==> src/rtl/seg7_scan_reader_if.sv <==
// Display-bus bundle for the 7-segment scan reader: the raw multiplexed pins
// coming in and the published BCD word, blank mask and status pulses going out.
interface seg7_scan_reader_if #(
  parameter int DIGITS = 4
);
  logic [6:0]          SEG;      // bit6=a ... bit0=g, active-high
  logic [DIGITS-1:0]   DIG;      // one-hot digit enables
  logic [4*DIGITS-1:0] BCD_OUT;  // digit i at [4i+3:4i]
  logic [DIGITS-1:0]   BLANK;    // bit i set when digit i was dark
  logic                VALID;
  logic                ERR;
  logic                LOCKED;

  // Display driver / capture environment side
  modport master (
    output SEG, DIG,
    input  BCD_OUT, BLANK, VALID, ERR, LOCKED
  );

  // Scan reader side
  modport slave (
    input  SEG, DIG,
    output BCD_OUT, BLANK, VALID, ERR, LOCKED
  );
endinterface

==> src/rtl/seg7_scan_reader.sv <==
// Multiplexed common-cathode 7-segment bus reader. Synchronises the pins,
// samples each digit once per settled dwell, decodes the pattern back to BCD
// and publishes the full word only after MATCH identical legal scans.
module seg7_scan_reader #(
  parameter int DIGITS = 4,
  parameter int SETTLE = 8,
  parameter int MATCH  = 2
) (
  input logic               CLK,
  input logic               RST_N,
  seg7_scan_reader_if.slave bus
);

  localparam int CNT_W = $clog2(SETTLE + 1);
  localparam int MCH_W = (MATCH > 1) ? $clog2(MATCH + 1) : 1;
  localparam int IDX_W = (DIGITS > 1) ? $clog2(DIGITS) : 1;

  localparam logic [CNT_W-1:0] SETTLE_C = CNT_W'(SETTLE);
  localparam logic [MCH_W-1:0] MATCH_C  = MCH_W'(MATCH);

  // Synchronisers and settle tracking
  logic [6:0]          seg_s1_q, seg_s1_d, seg_s2_q, seg_s2_d;
  logic [DIGITS-1:0]   dig_s1_q, dig_s1_d, dig_s2_q, dig_s2_d;
  logic [6+DIGITS:0]   hist_q, hist_d;       // last cycle's {sSEG,sDIG}
  logic [CNT_W-1:0]    cnt_q, cnt_d;
  logic                fired_q, fired_d;     // this dwell already sampled

  // Scan buffer and captured mask
  logic [4*DIGITS-1:0] code_q, code_d;
  logic [DIGITS-1:0]   blank_q, blank_d;
  logic [DIGITS-1:0]   ill_q, ill_d;
  logic [DIGITS-1:0]   mask_q, mask_d;

  // Previous-scan store and match tracking
  logic [4*DIGITS-1:0] prev_code_q, prev_code_d;
  logic [DIGITS-1:0]   prev_blank_q, prev_blank_d;
  logic [MCH_W-1:0]    match_q, match_d;

  // Published outputs
  logic [4*DIGITS-1:0] bcd_q, bcd_d;
  logic [DIGITS-1:0]   blank_out_q, blank_out_d;
  logic                valid_q, valid_d;
  logic                err_q, err_d;
  logic                locked_q, locked_d;

  // Combinational helpers
  logic                onehot;
  logic                stable;
  logic                fire;
  logic                scan_done;
  logic [IDX_W-1:0]    idx;
  logic [3:0]          enc_code;
  logic                enc_blank;
  logic                enc_ill;

  // Next-state logic: settle/sample, scan-buffer write, scan evaluation and publish
  always_comb begin
    // NOTE: every signal written here gets a default first so no path leaves it unassigned (which would infer a latch).
    seg_s1_d     = bus.SEG;
    seg_s2_d     = seg_s1_q;
    dig_s1_d     = bus.DIG;
    dig_s2_d     = dig_s1_q;
    hist_d       = {seg_s2_q, dig_s2_q};
    cnt_d        = '0;
    fired_d      = 1'b0;
    idx          = '0;
    enc_code     = 4'hE;
    enc_blank    = 1'b0;
    enc_ill      = 1'b0;
    code_d       = code_q;
    blank_d      = blank_q;
    ill_d        = ill_q;
    mask_d       = mask_q;
    prev_code_d  = prev_code_q;
    prev_blank_d = prev_blank_q;
    match_d      = match_q;
    bcd_d        = bcd_q;
    blank_out_d  = blank_out_q;
    valid_d      = 1'b0;
    err_d        = 1'b0;
    locked_d     = locked_q;

    // Settle: count consecutive cycles of an unchanged, one-hot bus value
    onehot = (dig_s2_q != '0) && ((dig_s2_q & (dig_s2_q - 1'b1)) == '0);
    stable = onehot && ({seg_s2_q, dig_s2_q} == hist_q);
    if (stable) begin
      cnt_d = (cnt_q == SETTLE_C) ? cnt_q : cnt_q + CNT_W'(1);
    end
    // The sample is taken the first cycle the saturated count is seen while
    // the bus is still holding, so the captured pattern is the settled one.
    fire    = stable && (cnt_q == SETTLE_C) && !fired_q;
    fired_d = stable && (fired_q || fire);

    for (int i = 0; i < DIGITS; i++) begin
      if (dig_s2_q[i]) idx = IDX_W'(i);
    end

    // Inverse of the BCD-to-7-segment decoder table
    unique case (seg_s2_q)
      7'h7E:   enc_code = 4'h0;
      7'h30:   enc_code = 4'h1;
      7'h6D:   enc_code = 4'h2;
      7'h79:   enc_code = 4'h3;
      7'h33:   enc_code = 4'h4;
      7'h5B:   enc_code = 4'h5;
      7'h5F:   enc_code = 4'h6;
      7'h70:   enc_code = 4'h7;
      7'h7F:   enc_code = 4'h8;
      7'h7B:   enc_code = 4'h9;
      7'h00: begin
        enc_code  = 4'hF;
        enc_blank = 1'b1;
      end
      default: begin
        enc_code = 4'hE;
        enc_ill  = 1'b1;
      end
    endcase

    // Scan evaluation works on the buffer as it stood before this edge
    scan_done = &mask_q;
    if (scan_done) begin
      mask_d = '0;
      if (|ill_q) begin
        err_d        = 1'b1;
        match_d      = '0;
        locked_d     = 1'b0;
        prev_code_d  = '0;
        prev_blank_d = '0;
      end else begin
        if ((code_q == prev_code_q) && (blank_q == prev_blank_q)) begin
          match_d = (match_q == MATCH_C) ? match_q : match_q + MCH_W'(1);
        end else begin
          match_d = MCH_W'(1);
        end
        prev_code_d  = code_q;
        prev_blank_d = blank_q;
        if (match_d >= MATCH_C) begin
          bcd_d       = code_q;
          blank_out_d = blank_q;
          valid_d     = 1'b1;
          locked_d    = 1'b1;
        end else begin
          locked_d    = 1'b0;
        end
      end
    end

    // A sample on the completion edge lands in the freshly cleared mask
    if (fire) begin
      code_d[4*idx +: 4] = enc_code;
      blank_d[idx]       = enc_blank;
      ill_d[idx]         = enc_ill;
      mask_d[idx]        = 1'b1;
    end
  end

  // State registers with synchronous active-low reset
  always_ff @(posedge CLK) begin
    // NOTE: sequential state uses non-blocking assignments so every flop samples pre-edge values.
    if (!RST_N) begin
      seg_s1_q     <= '0;
      seg_s2_q     <= '0;
      dig_s1_q     <= '0;
      dig_s2_q     <= '0;
      hist_q       <= '0;
      cnt_q        <= '0;
      fired_q      <= 1'b0;
      // NOTE: the scan buffer and previous-scan store are reset because stale contents would otherwise count toward a match.
      code_q       <= '0;
      blank_q      <= '0;
      ill_q        <= '0;
      mask_q       <= '0;
      prev_code_q  <= '0;
      prev_blank_q <= '0;
      match_q      <= '0;
      bcd_q        <= '0;
      blank_out_q  <= '0;
      valid_q      <= 1'b0;
      err_q        <= 1'b0;
      locked_q     <= 1'b0;
    end else begin
      seg_s1_q     <= seg_s1_d;
      seg_s2_q     <= seg_s2_d;
      dig_s1_q     <= dig_s1_d;
      dig_s2_q     <= dig_s2_d;
      hist_q       <= hist_d;
      cnt_q        <= cnt_d;
      fired_q      <= fired_d;
      code_q       <= code_d;
      blank_q      <= blank_d;
      ill_q        <= ill_d;
      mask_q       <= mask_d;
      prev_code_q  <= prev_code_d;
      prev_blank_q <= prev_blank_d;
      match_q      <= match_d;
      bcd_q        <= bcd_d;
      blank_out_q  <= blank_out_d;
      valid_q      <= valid_d;
      err_q        <= err_d;
      locked_q     <= locked_d;
    end
  end

  assign bus.BCD_OUT = bcd_q;
  assign bus.BLANK   = blank_out_q;
  assign bus.VALID   = valid_q;
  assign bus.ERR     = err_q;
  assign bus.LOCKED  = locked_q;

endmodule

==> src/flat_wrapper.sv <==
// flat-port wrapper written by rule: the top's interface ports become plain ports
module seg7_scan_reader_flat 
#(
  parameter int DIGITS = 4,
  parameter int SETTLE = 8,
  parameter int MATCH  = 2
)
  (CLK, RST_N, bus_SEG, bus_DIG, bus_BCD_OUT, bus_BLANK, bus_VALID, bus_ERR, bus_LOCKED);
  seg7_scan_reader_if #(.DIGITS(DIGITS)) bus_i ();
  input logic CLK;
  input logic RST_N;
  input wire logic [$bits(bus_i.SEG)-1:0] bus_SEG;
  input wire logic [$bits(bus_i.DIG)-1:0] bus_DIG;
  output wire logic [$bits(bus_i.BCD_OUT)-1:0] bus_BCD_OUT;
  output wire logic [$bits(bus_i.BLANK)-1:0] bus_BLANK;
  output wire logic [$bits(bus_i.VALID)-1:0] bus_VALID;
  output wire logic [$bits(bus_i.ERR)-1:0] bus_ERR;
  output wire logic [$bits(bus_i.LOCKED)-1:0] bus_LOCKED;
  assign bus_i.SEG = bus_SEG;
  assign bus_i.DIG = bus_DIG;
  assign bus_BCD_OUT = bus_i.BCD_OUT;
  assign bus_BLANK = bus_i.BLANK;
  assign bus_VALID = bus_i.VALID;
  assign bus_ERR = bus_i.ERR;
  assign bus_LOCKED = bus_i.LOCKED;
  seg7_scan_reader #(.DIGITS(DIGITS), .SETTLE(SETTLE), .MATCH(MATCH)) u_core (.CLK(CLK), .RST_N(RST_N), .bus(bus_i));
endmodule
==> config.mk <==
export PLATFORM = sky130hd
export DESIGN_NAME = seg7_scan_reader_flat
export DESIGN_NICKNAME = d
export VERILOG_FILES = /design/src/rtl/seg7_scan_reader_if.sv /design/src/rtl/seg7_scan_reader.sv /design/src/flat_wrapper.sv
export SDC_FILE = /design/constraint.sdc
export NUM_CORES = 1
export LEC_CHECK = 0
export CORE_MARGIN = 2
export CORE_UTILIZATION = 56
export DETAILED_ROUTE_END_ITERATION = 10
export PLACE_DENSITY_LB_ADDON = 0.2
export SLEW_MARGIN = 20
export SYNTH_ARGS = -nofsm -noshare
export SYNTH_HDL_FRONTEND = slang
export SYNTH_SLANG_ARGS = --single-unit
==> constraint.sdc <==
create_clock -name CLK -period 2.7 [get_ports CLK]
set_clock_uncertainty 0.2 [all_clocks]
set_input_delay 0.405 -clock CLK [delete_from_list [all_inputs] [get_ports CLK]]
set_output_delay 0.405 -clock CLK [all_outputs]
set_load 0.02 [all_outputs]
Word level (Yosys, flattened, before mapping)
Cells that the tools add are included.
{"block": "totals", "romBits": 0, "mem_bits_rw": 0, "latch_bits": 0, "ff_bits": 111, "inputBits": 13, "memories": 0, "wordCells": 87, "output_inout_bits": 23}
{"block": "classes", "n_addsub": 4, "muxes": 23, "n_div": 0, "n_mul": 0, "shift": 2, "eq_ne": 15, "magnitude_cmp": 3, "reduce_logical": 18, "n_bitwise": 3}
{"cell": "== test 7 bit (second input constant)", "count": 8}
{"cell": "case mux 4 bit (11 select lines)", "count": 1}
{"cell": "negation 4 -> 34 bit", "count": 1}
{"cell": "variable shift 4 x 34 -> 16 bit (first input constant)", "count": 1}
{"cell": "indexed part select 4 x 34 -> 16 bit", "count": 1}
{"cell": "bitwise mux 16 bit", "count": 1}
{"cell": "== test 16 bit", "count": 1}
{"cell": "2-to-1 mux 16 bit", "count": 1}
{"cell": "== test 7 x 6 -> 1 bit (second input constant)", "count": 2}
{"cell": "2-to-1 mux 2 bit", "count": 7}
{"cell": "2-to-1 mux 4 bit", "count": 3}
{"cell": "== test 11 bit", "count": 1}
{"cell": "OR reduction 11 bit", "count": 1}
{"cell": "bitwise mux 4 bit", "count": 2}
{"cell": "logical AND 1 bit", "count": 7}
{"cell": "logical NOT 7 bit", "count": 1}
{"cell": "2-to-1 mux 1 bit", "count": 7}
{"cell": "AND reduction 6 bit", "count": 1}
{"cell": "AND reduction 5 bit", "count": 1}
{"cell": "adder 4 x 1 -> 4 bit (second input constant)", "count": 1}
{"cell": "AND 4 bit", "count": 1}
{"cell": "== test 4 bit", "count": 1}
{"cell": "== test 4 bit (second input constant)", "count": 1}
{"cell": "logical NOT 4 bit", "count": 1}
{"cell": "15 further kinds", "count": 15}

Depth between registers and ports, before layout
{"block": "depth", "word_depth": 9, "ltp_mapped": 8, "mapped_depth_nobuf": 8}

Least setup slack after synthesis
Ideal clock, no wire load.
{"block": "synth_timing", "kind": "reg2reg", "start": "register u_core.dig_s2_q[2]", "end": "register u_core.code_q[7]", "path_stages_with_launch": 8, "arrival_time_ps": 1854, "path_buffers": 0, "setup_time_ps": 84, "synth_period_minus_slack_ps": 2138, "setup_slack_ps": 562, "t_required_ps": 2416, "cell_sequence": "dfxtp_1 or2_1 inv_1 nand3_1 o21ai_1 nand3_2 or4b_4 o31ai_2"}
{"block": "synth_via", "elab_chain_len": 7, "word_cells_on_any_way": 15, "classes_between": "add/sub: 2; eq/ne: 1; shift: 2; mux: 3; bitwise: 1; reduce/logical: 6"}
{"element": "from (decl)", "line_no": "seg7_scan_reader.sv:23", "text": "logic [DIGITS-1:0] dig_s1_q, dig_s1_d, dig_s2_q, dig_s2_d;"}
{"element": "from (signal assigned)", "line_no": "seg7_scan_reader.sv:186", "text": "dig_s2_q <= dig_s2_d;"}
{"element": "branches (longest 7 deep; another with negation 4 -> 34 bit)"}
{"element": "to (signal assigned)", "line_no": "seg7_scan_reader.sv:190", "text": "code_q <= code_d;"}
{"element": "to (decl)", "line_no": "seg7_scan_reader.sv:29", "text": "logic [4*DIGITS-1:0] code_q, code_d;"}
Parallel ways; which one is timed is not known.
A chain may end at the register's enable or synchronous reset.

Final worst setup path
{"block": "layout_timing", "start": "register u_core.seg_s2_q[1]", "end": "register u_core.code_q[7]"}
{"block": "layout_via", "elab_chain_len": 4, "word_cells_on_any_way": 18, "classes_between": "eq/ne: 11; shift: 1; mux: 2; reduce/logical: 4"}
{"element": "from (decl)", "line_no": "seg7_scan_reader.sv:22", "text": "logic [6:0] seg_s1_q, seg_s1_d, seg_s2_q, seg_s2_d;"}
{"element": "from (signal assigned)", "line_no": "seg7_scan_reader.sv:184", "text": "seg_s2_q <= seg_s2_d;"}
{"element": "== test 7 bit, or another cell as far along", "line_no": "seg7_scan_reader.sv:99", "text": "unique case (seg_s2_q)"}
{"element": "case mux 4 bit (11 select lines) or logical AND 1 bit (tied branches)", "line_no": "seg7_scan_reader.sv:99, seg7_scan_reader.sv:85"}
{"element": "indexed part select 4 x 34 -> 16 bit or logical AND 1 bit (tied branches)", "line_no": "seg7_scan_reader.sv:151, seg7_scan_reader.sv:91"}
{"element": "bitwise mux 16 bit or logical AND 1 bit (tied branches)", "line_no": "seg7_scan_reader.sv:151, seg7_scan_reader.sv:91"}
Several ways; a longest one is shown, not always the timed one.

==> impl_results.md <==
* Mapped Nets at between 500 and 600
* Root Driver: clkbuf_8
* Slew margin rel. at ~47%
* Initial antenna violation count at 0
* Clock Latency Late Sink at between 300 and 400 ps
* Synthesized cell area at ~4600 um^2
* Wl on met1 at 3810 um
* GRT Residual Overflow at 0
* # diodes at 0
* Initial core utilization at 58.6%
* Area grow syn2layout at 12.4%
* Vias at 3340
* Post-layout util at between 60% and 70%
* Post-CTS setup buffer count at 0
* DRT antenna net count at 0
* Overall routing resource usage at between 20% and 30%
* Worst vdd ir at roughly 0.4 mV
* Fin cells at about 610
* Largest net degree at the start of global routing at 80
* RSZ-0062 raised after global routing: false
* Crit-path max FO at 12
* Layout cells sized above 1 at 5.69%
* Fin crit share at 89.9%
* Total CTS buffers at 9
* Site row count at 32
* CTS tree: done
* I/O Buffers at 35
* Seq/Total Area, Yosys at between 40% and 50%
* WL met3 at slightly below 300 um
* Final #Nets at 527
* Slack of the critical path at approximately 270 ps
* DRT iter0 DRCs at roughly 170
* DIE AREA at roughly 8900 um^2
* H-tree depth at 3
* Hold buffers post-CTS at 0
* Setup_tns at 0 ps
* Dpl ws at 327 ps
* Max Clk Rate at between 400 and 500 MHz
* Drt first pass iters at 4
* Outcome: complete, no violations
* IO Pins at 36
* Syn Area/Cell at about 9.5 um^2
* Drt wl/cell at around 14 um
* DR top layer: met4
* Worst setup EP type: flop
* Register area at between 2000 and 2500 um^2
* Placed cell count at between 500 and 600
* Ys async rst share at 0%
* First-pass GRT wire length at 14700 um
* Drc violations at 0
* Worst-path clk slew at ~100 ps
* EDFF count, synth at 0
* Critical path data arrival time at between 2000 and 3000 ps
* Post-synthesis cell type count at 48
* Clock buffer depth at 2
* Tmin final at ~2400 ps
* Post-CTS resize count at 0
* Chip width at 94.4 um
* Footprint of the multi-input gates at between 2000 and 2500 um^2
* Final Max Slew Viols at 0
* WL met2 at 4260 um
* Final Hold Vio Count at 0
* Hold Crit Class: input pin to flop
* Vias in the first global route at roughly 3300
* Static leakage at between 1.5 and 2 nW
* #FFs+latches synth at approximately 110
* Startpoint Class: flop
* Clock sinks at roughly 110
* Core footprint at 7810 um^2
* Vias per cell at 5.46
* Hold WS at 190 ps
* # setup viols final at 0
* Pwr/cell area at between 500 and 600 nW/um^2
* Number of fill cells in the layout at between 600 and 700
* Maxcap violations at 0
* Top FF cell, synth: dfxtp_1
* Gpl congestion at 0.915
* Post-Syn Instances at 480
* Setup Crit Path Kind: flop to flop
* Post-Route WL at approximately 8500 um
* Synth warn at 0
* Least-Margin Pin Slew at between 700 and 800 ps
* Post-DP HPWL at 5910 um
* WP data required at between 2000 and 3000 ps
* Die Span Y at between 90 and 100 um
sequential cells by signal (all words and copies together) (netlist names), 7 cells and up:
name                count
u_core.bus.BCD_OUT     16
u_core.prev_code_q     16
u_core.hist_q          11
u_core.code_q          16
u_core.seg_s2_q         7
u_core.seg_s1_q         7
cell usage in the layout (no fill, tap or decap), types with 10 or more instances in the layout:
| cell type | netlist | layout |
|---|---|---|
| xor2_1 | 10 | 10 |
| xnor2_1 | 23 | 23 |
| dfxtp_1 | 111 | 111 |
| nand3_1 | 14 | 14 |
| nand2_1 | 65 | 65 |
| and2_1 | 38 | 38 |
| nor2b_1 | 27 | 27 |
| a22oi_1 | 21 | 21 |
| clkdlybuf4s50_1 | 0 | 34 |
| nor2_1 | 14 | 14 |
| mux2i_1 | 28 | 28 |
cells in the mapped netlist, types with 3 or more instances:
| cell type | number | share of area, % |
|---|---|---|
| a21boi_0 | 4 | 0.66 |
| a21oi_1 | 9 | 0.98 |
| a22oi_1 | 21 | 3.4 |
| and2_1 | 38 | 5.2 |
| and3_1 | 4 | 0.55 |
| buf_2 | 6 | 0.66 |
| clkbuf_1 | 19 | 1.6 |
| dfxtp_1 | 111 | 49 |
| ha_1 | 9 | 2.5 |
| inv_1 | 9 | 0.74 |
| mux2i_1 | 28 | 6.1 |
| nand2_1 | 65 | 5.3 |
| nand3_1 | 14 | 1.5 |
| nand4_1 | 9 | 1.2 |
| nor2_1 | 14 | 1.1 |
| nor2b_1 | 27 | 3.7 |
| nor3_1 | 3 | 0.33 |
| o21ai_0 | 8 | 0.87 |
| o21ai_1 | 3 | 0.33 |
| o22ai_1 | 6 | 0.82 |
| o31ai_1 | 7 | 1.1 |
| xnor2_1 | 23 | 4.4 |
| xor2_1 | 10 | 1.9 |
cell type report:
type                    count  share of cell area, %
clock buffers              10                   2.48
clock inverters             6                  0.827
inverters                   9                  0.657
multi-input cells         332                   42.6
flip-flops and latches    111                   43.2
well taps                 102                   2.48
repair buffers             42                   7.73
worst max-delay path, stage by stage, from the launching register on:
cell and delay (ps):
dfxtp_1 540, xnor2_1 180, nand4_1 170, nor3_4 270, nand3_2 180, or4b_4 590, o31ai_2 230
layer usage:
layer	up-vias	track usage (%)
met5	-	0
met1	1587	25.7
met3	13	5.11
li1	1675	-
met2	65	36.5
met4	0	6.64
cell families after synthesis:
kind of cell	after synthesis	synth area share, %
fa+ha+maj	9	2.46
compound gates	67	9.98
buf+inv	37	3.53
simple gates	195	23.0
xor+xnor	33	6.31
flops	111	48.6
mux	28	6.12
report_power, final:
| group | internal [mW] | total, mW | switching (mW) | leakage, nW |
|---|---|---|---|---|
| combinational | 0.0635 | 0.146 | 0.0827 | 0.911 |
| sequential | 1.66 | 1.67 | 0.0176 | 0.899 |
| clock | 0.339 | 0.875 | 0.535 | 0.0831 |
| total | 2.06 | 2.69 | 0.636 | 1.89 |
per-stage QoR:
step | cell area [um^2] | total power, mW
finish | 5140 | 2.69
global route | 5140 | 2.81
CTS | 5140 | 2.72
detailed placement | 4970 | 1.86
global placement | 4970 | 1.85
floorplan | 4580 | 1.82
path summary, 6_finish.rpt:
check                                         from            endpoint  slack, ps  cells past startpoint
worst max-delay path            u_core.seg_s2_q[1]    u_core.code_q[7]        270                      6
worst min-delay path                         RST_N      u_core.fired_q        190                      3
worst max register to register  u_core.seg_s2_q[1]    u_core.code_q[7]        270                      6
worst min register to register  u_core.seg_s1_q[4]  u_core.seg_s2_q[4]        230                      1
(Power assumes the default switching activity.)
